**src/rtl/edge_frame_scheduler.sv**
```systemverilog
`default_nettype none
// ============================================================================
// Module   : edge_frame_scheduler
// Brief    : Admits whole camera frames into the Sobel detector, sequences
//            threshold updates on frame boundaries and reports per-frame
//            edge statistics over a valid/ready handshake.
// Revision : 1.0 - initial release
// ============================================================================
module edge_frame_scheduler #(
    parameter int IMG_W       = 640,
    parameter int IMG_H       = 480,
    parameter int THR_DEFAULT = 450,
    parameter int CNT_W       = 20
) (
    input  logic             clk,
    input  logic             rst_n,
    input  logic             cmd_start,
    input  logic             cmd_mode,
    input  logic             cmd_stop,
    input  logic [10:0]      cfg_thr,
    input  logic             cfg_thr_wr,
    input  logic             src_vsync,
    input  logic             src_href,
    input  logic             src_clken,
    output logic             det_vsync,
    output logic             det_href,
    output logic             det_clken,
    output logic [10:0]      det_thr,
    input  logic             edge_vsync,
    input  logic             edge_href,
    input  logic             edge_clken,
    input  logic             edge_bit,
    output logic             stat_valid,
    input  logic             stat_ready,
    output logic [CNT_W-1:0] stat_edge_cnt,
    output logic [CNT_W-1:0] stat_pix_cnt,
    output logic             stat_err,
    output logic             stat_ovf,
    output logic             busy
);

    localparam int               COL_W   = $clog2(IMG_W + 1);
    localparam int               LINE_W  = $clog2(IMG_H + 1);
    localparam logic [CNT_W-1:0] CNT_MAX = {CNT_W{1'b1}};
    localparam logic [COL_W-1:0] COL_MAX = {COL_W{1'b1}};

    typedef enum logic [1:0] {
        ST_IDLE  = 2'd0,
        ST_ARMED = 2'd1,
        ST_RUN   = 2'd2,
        ST_DRAIN = 2'd3
    } state_t;

    state_t              state_q;
    logic                mode_q;
    logic                stop_pend_q;
    logic                gate_q;
    logic                inflight_q;
    logic [10:0]         shadow_q;
    logic [10:0]         thr_q;
    logic                src_vs_q;
    logic                det_vsync_q;
    logic                det_href_q;
    logic                det_clken_q;

    logic                edge_href_q;
    logic                edge_vs_q;
    logic [COL_W-1:0]    col_q;
    logic [LINE_W-1:0]   line_q;
    logic [CNT_W-1:0]    pix_q;
    logic [CNT_W-1:0]    edge_q;
    logic                err_q;

    logic                stat_valid_q;
    logic [CNT_W-1:0]    stat_edge_q;
    logic [CNT_W-1:0]    stat_pix_q;
    logic                stat_err_q;
    logic                stat_ovf_q;

    logic                w_fs;
    logic [10:0]         w_shadow;
    logic                w_pix;
    logic                w_eol;
    logic                w_efs;
    logic                w_line_bad;
    logic                w_done_norm;
    logic                w_done_early;
    logic                w_done;
    logic                w_accept;

    assign w_fs     = src_vsync & ~src_vs_q;
    // A write landing on the frame-start cycle must reach that frame.
    assign w_shadow = cfg_thr_wr ? cfg_thr : shadow_q;

    assign w_pix        = edge_href & edge_clken;
    assign w_eol        = edge_href_q & ~edge_href;
    assign w_efs        = edge_vsync & ~edge_vs_q;
    assign w_line_bad   = w_eol && (col_q != COL_W'(IMG_W));
    assign w_done_norm  = w_eol && (line_q == LINE_W'(IMG_H - 1));
    assign w_done_early = w_efs && (line_q != '0) && !w_done_norm;
    assign w_done       = w_done_norm | w_done_early;
    assign w_accept     = stat_valid_q & stat_ready;

    assign det_vsync     = det_vsync_q;
    assign det_href      = det_href_q;
    assign det_clken     = det_clken_q;
    assign det_thr       = thr_q;
    assign stat_valid    = stat_valid_q;
    assign stat_edge_cnt = stat_edge_q;
    assign stat_pix_cnt  = stat_pix_q;
    assign stat_err      = stat_err_q;
    assign stat_ovf      = stat_ovf_q;
    assign busy          = (state_q != ST_IDLE);

    always_ff @(posedge clk or negedge rst_n) begin
        if (!rst_n) begin
            src_vs_q    <= 1'b0;
            det_vsync_q <= 1'b0;
            det_href_q  <= 1'b0;
            det_clken_q <= 1'b0;
        end else begin
            src_vs_q    <= src_vsync;
            det_vsync_q <= src_vsync;
            det_href_q  <= src_href & gate_q;
            det_clken_q <= src_clken & gate_q;
        end
    end

    // Frame admission FSM; gate and det_thr only move on a frame-start cycle.
    always_ff @(posedge clk or negedge rst_n) begin
        if (!rst_n) begin
            state_q     <= ST_IDLE;
            mode_q      <= 1'b0;
            stop_pend_q <= 1'b0;
            gate_q      <= 1'b0;
            inflight_q  <= 1'b0;
            shadow_q    <= 11'(THR_DEFAULT);
            thr_q       <= 11'(THR_DEFAULT);
        end else begin
            if (cfg_thr_wr) begin
                shadow_q <= cfg_thr;
            end
            if (w_done) begin
                inflight_q <= 1'b0;
            end
            case (state_q)
                ST_IDLE: begin
                    if (cmd_start && !cmd_stop) begin
                        state_q <= ST_ARMED;
                        mode_q  <= cmd_mode;
                    end
                end
                ST_ARMED: begin
                    if (cmd_stop) begin
                        state_q <= ST_IDLE;
                    end else if (w_fs) begin
                        gate_q     <= 1'b1;
                        thr_q      <= w_shadow;
                        inflight_q <= 1'b1;
                        state_q    <= ST_RUN;
                    end
                end
                ST_RUN: begin
                    if (w_fs) begin
                        if (!mode_q || stop_pend_q || cmd_stop) begin
                            gate_q      <= 1'b0;
                            stop_pend_q <= 1'b0;
                            state_q     <= ST_DRAIN;
                        end else begin
                            thr_q      <= w_shadow;
                            inflight_q <= 1'b1;
                        end
                    end else if (cmd_stop) begin
                        stop_pend_q <= 1'b1;
                    end
                end
                ST_DRAIN: begin
                    // The last admitted frame may already have completed before the closing FS.
                    if (!inflight_q || w_done) begin
                        state_q <= ST_IDLE;
                    end
                end
                default: state_q <= ST_IDLE;
            endcase
        end
    end

    always_ff @(posedge clk or negedge rst_n) begin
        if (!rst_n) begin
            edge_href_q <= 1'b0;
            edge_vs_q   <= 1'b0;
            col_q       <= '0;
            line_q      <= '0;
            pix_q       <= '0;
            edge_q      <= '0;
            err_q       <= 1'b0;
        end else begin
            edge_href_q <= edge_href;
            edge_vs_q   <= edge_vsync;
            if (w_done || w_efs) begin
                col_q  <= '0;
                line_q <= '0;
                pix_q  <= '0;
                edge_q <= '0;
                err_q  <= 1'b0;
            end else if (w_pix) begin
                if (pix_q != CNT_MAX) begin
                    pix_q <= pix_q + CNT_W'(1);
                end
                if (edge_bit && (edge_q != CNT_MAX)) begin
                    edge_q <= edge_q + CNT_W'(1);
                end
                if (col_q != COL_MAX) begin
                    col_q <= col_q + COL_W'(1);
                end
            end else if (w_eol) begin
                col_q  <= '0;
                line_q <= line_q + LINE_W'(1);
                if (w_line_bad) begin
                    err_q <= 1'b1;
                end
            end
        end
    end

    // An accept in the same cycle as a snapshot frees the slot for it.
    always_ff @(posedge clk or negedge rst_n) begin
        if (!rst_n) begin
            stat_valid_q <= 1'b0;
            stat_edge_q  <= '0;
            stat_pix_q   <= '0;
            stat_err_q   <= 1'b0;
            stat_ovf_q   <= 1'b0;
        end else begin
            if (w_done && (!stat_valid_q || w_accept)) begin
                stat_valid_q <= 1'b1;
                stat_edge_q  <= edge_q;
                stat_pix_q   <= pix_q;
                stat_err_q   <= err_q | w_line_bad | w_done_early;
            end else if (w_accept) begin
                stat_valid_q <= 1'b0;
            end
            if (w_done && stat_valid_q && !w_accept) begin
                stat_ovf_q <= 1'b1;
            end else if (w_accept) begin
                stat_ovf_q <= 1'b0;
            end
        end
    end

endmodule
`default_nettype wire

```
**config.mk**
```make
export PLATFORM = sky130hd
export DESIGN_NAME = edge_frame_scheduler
export DESIGN_NICKNAME = d
export VERILOG_FILES = /design/src/rtl/edge_frame_scheduler.sv
export SDC_FILE = /design/constraint.sdc
export NUM_CORES = 1
export LEC_CHECK = 0
export CORE_MARGIN = 3
export CORE_UTILIZATION = 30
export CTS_CLUSTER_SIZE = 16
export DETAILED_ROUTE_END_ITERATION = 8
export SETUP_SLACK_MARGIN = 0.3
export SLEW_MARGIN = 20
export SYNTH_ARGS = -nofsm -noshare
export SYNTH_HDL_FRONTEND = slang
export SYNTH_SLANG_ARGS = --single-unit
```
**constraint.sdc**
```tcl
create_clock -name clk -period 2.61 [get_ports clk]
set_input_delay 0.522 -clock clk [delete_from_list [all_inputs] [get_ports clk]]
set_output_delay 0.522 -clock clk [all_outputs]
set_load 0.02 [all_outputs]
```
==> key figures <==
CTS
  – Clk root buf: clkbuf_16
  – Htree depth: 4
  – Clock slew at reported path FFs: 0.06 ns
  – CTS tree: done
  – Clock latency on the worst-skew pair: 0.42 ns
  – CTS max path bufs: 2
  – Post-CTS setup buffers: 0
  – Clock sink count: 136
  – Num CTS Buffers: 17

Setup path
  – Worst Setup SP: line_q[0]
  – Worst Path Required: 2.91 ns
  – Startpoint Class: flip-flop
  – Reg-to-Reg Start: line_q[0]
  – CP Data Arrival Time: 2.48 ns
  – CP max FO: 20
  – Critical-path top delay cell: or4b_1
  – Crit path capture type: flip-flop
  – Critical path, cell by cell: inv_1, ha_1, or4b_1, o21ai_4, nand2b_4, nand2_8, buf_12, mux2_4
  – WS Path Type: reg -> reg
  – CP max stage delay: 0.50 ns

Yosys
  – Post-Synthesis Net Count: 593
  – Mapped cell area: 6584 µm²
  – Yosys cell types: 59
  – Syn Area/Cell: 11.80 µm²
  – Yosys reg bits: 136
  – Async S/R FF share, synth: 100.0%
  – Post-synth EDFFs: 0
  – Synth Flop Type: dfrtp_1
  – Sequential share of the synthesized area: 51.84%
  – Synth Instances: 558
  – Syn. warnings: 0

Outcome
  – Status: completed

Floorplan
  – Chip height: 154.1 µm
  – # IOs: 83
  – Floorplan core area: 21290 µm²
  – Row count: 53
  – DIE WIDTH: 154.1 µm
  – DIE AREA: 23760 µm²
  – Starting density of the core: 30.93%

Placement
  – GP Congestion: 0.7814
  – Placed Cells: 916
  – DP HPWL: 9672 µm
  – Placement Cell Area: 7816 µm²
  – Port Buffers: 82

Layout
  – Area grow syn2layout: 26.78%
  – Final nets: 695
  – Share of layout cells above drive strength 1: 20.51%
  – Finished Cell Area: 8347 µm²
  – Antenna diodes: 0
  – Final std cells w/o fill: 948

Detailed routing
  – Drt first-iter violations: 183
  – Final ANT Viol Nets: 0
  – Vias: 4589
  – Vias per cell: 4.841
  – DRC: 0
  – Drt pass-1 iters: 5
  – WL final: 14230 µm
  – Average wire per standard cell: 15.01 µm

Timing
  – Final Hold Viols: 0
  – Clock Skew: 0.007907 ns
  – RSZ-0062 raised after global routing: no
  – Min Clock Period, post-route: 2.175 ns
  – Hold Slack: 0.02920 ns
  – # setup viols final: 0
  – Slew HR: 65.27%
  – Final period util: 83.32%
  – Slew Viols, Final: 0
  – Max frequency: 459.8 MHz
  – Setup TNS: 0 ns
  – Worst Max-Slew Pin Slew: 0.5193 ns

Worst hold path
  – Hold crit path type: in -> async

Global routing
  – Global-route wire length before repair: 24050 µm
  – Initial antenna violation count: 0
  – Largest net degree at the start of global routing: 48
  – Number of global-route vias before repair: 4651
  – Grt ovf: 0
  – GRT Total Usage: 12.34%

Power and ir drop
  – Total power: 5.766 mW
  – Power per cell area: 690.8 nW/µm²
  – Lkg Pwr: 3.649 nW
  – Max IR drop VDD: 0.0004298 V

Run
  – Max cap viols: 0
[what timing repair did]
| item | in CTS | in global routing |
|---|---|---|
| hold endpoints to repair | 0 | 0 |
| resized for setup | 1 | 0 |
| endpoints found under the setup margin | 1 | 0 |
| hold buffers | 0 | 0 |
[sequential cells by signal, indices dropped and copies added (netlist names), 9 cells and up, named ones only]
signal,cells
col_q,10
det_thr,11
edge_q,20
line_q,9
pix_q,20
shadow_q,11
stat_edge_cnt,20
stat_pix_cnt,20
[per-stage QoR]
| step | setup slack [ns] | utilization, % |
|---|---|---|
| after detailed placement | 0.1178 | 36.72 |
| after floorplan | 0.6206 | - |
| after global placement | 0.1444 | 36.72 |
| after global routing | 0.3296 | 39.21 |
| final | 0.4353 | 39.21 |
| after CTS | 0.4214 | 39.21 |
[placed cells by master (no fill, tap or decap), types with 3 or more instances in the layout]
| cell | n |
|---|---|
| dfrtp_1 | 128 |
| clkdlybuf4s50_1 | 80 |
| nor2_1 | 59 |
| mux2_4 | 39 |
| xnor2_1 | 29 |
| nand2_1 | 28 |
| nand4_1 | 21 |
| a21oi_1 | 21 |
| nand3_1 | 20 |
| mux2_2 | 18 |
| clkbuf_16 | 17 |
| buf_4 | 17 |
| inv_1 | 16 |
| o21ai_0 | 12 |
| a211oi_1 | 11 |
| mux2_1 | 10 |
| xor2_1 | 10 |
| ha_1 | 10 |
| and3_1 | 8 |
| dfstp_2 | 8 |
| nor3_1 | 7 |
| nand2b_1 | 6 |
| a31oi_1 | 6 |
| and2_1 | 6 |
| and4_1 | 6 |
| nor4_1 | 6 |
| nor3_2 | 5 |
| nor2b_1 | 5 |
| clkinvlp_4 | 4 |
| clkinv_4 | 4 |
| clkinv_2 | 4 |
| buf_12 | 4 |
| nand4b_1 | 3 |
| or3_1 | 3 |
| or2_1 | 3 |
| mux2i_1 | 3 |
[worst paths after layout]
kind                                          to  slack (ns)  cells past startpoint
max in group asynchronous            shadow_q[7]        1.92                      2
worst max register to register  stat_edge_cnt[1]        0.44                      8
worst min register to register        det_thr[5]        0.48                      1
worst min-delay path                    det_href        0.03                      1
min in group clk                      det_thr[5]        0.48                      1
worst max-delay path            stat_edge_cnt[1]        0.44                      8
[metal layers]
layer  share of wire [%]  GRT usage, %
met3                 4.8         3.237
met4                0.91         4.289
met1                  49         17.27
met5                   0             0
met2                  45         18.51
[power breakdown]
group	switching, mW	internal (mW)	leakage [nW]	total, mW
Sequential	0.134	2.35	1.80	2.48
Clock	0.942	1.21	0.252	2.16
Combinational	0.573	0.555	1.59	1.13
[kinds of logic after synthesis]
logic type	synth area share, %
AO/OA/AOI/OAI	6.329
XOR/XNOR	5.188
adder cells (fa/ha/maj)	1.900
buffers and inverters	3.269
flip-flops	51.84
multiplexers	14.14
AND/OR/NAND/NOR	17.33
[cell type report]
class                           instances  area, µm²
Fill cell                            2053      12940
Sequential cell                       136       3413
Multi-Input combinational cell        386       2969
Timing Repair Buffer                  103       1028
Clock buffer                           18      429.2
Tap cell                              275      344.1
Clock inverter                         14      102.6
Inverter                               16      60.06
[synth_stat cells, types with 11 or more instances]
cell type    n  area share [%]
a211oi_1    11             1.3
a21oi_1     21             1.6
buf_2       12            0.91
dfrtp_1    128              49
inv_1       16            0.91
mux2_2      18             3.1
mux2_4      39             8.9
nand2_1     28             1.6
nand3_1     20             1.5
nand4_1     21             2.0
nor2_1      59             3.4
o21ai_0     12            0.91
xnor2_1     29             3.9
[worst max-delay path, delay by kind of cell, from the launching register on]
family | cells | cell delay [ns]
AOI/OAI and AO/OA | 1 | 0.19
adders and majority gates | 1 | 0.14
DFF | 1 | 0.44
muxes | 1 | 0.31
buffers and inverters | 2 | 0.27
and+or+nand+nor | 3 | 0.70
Note: power is estimated with default switching activity, not from simulation.
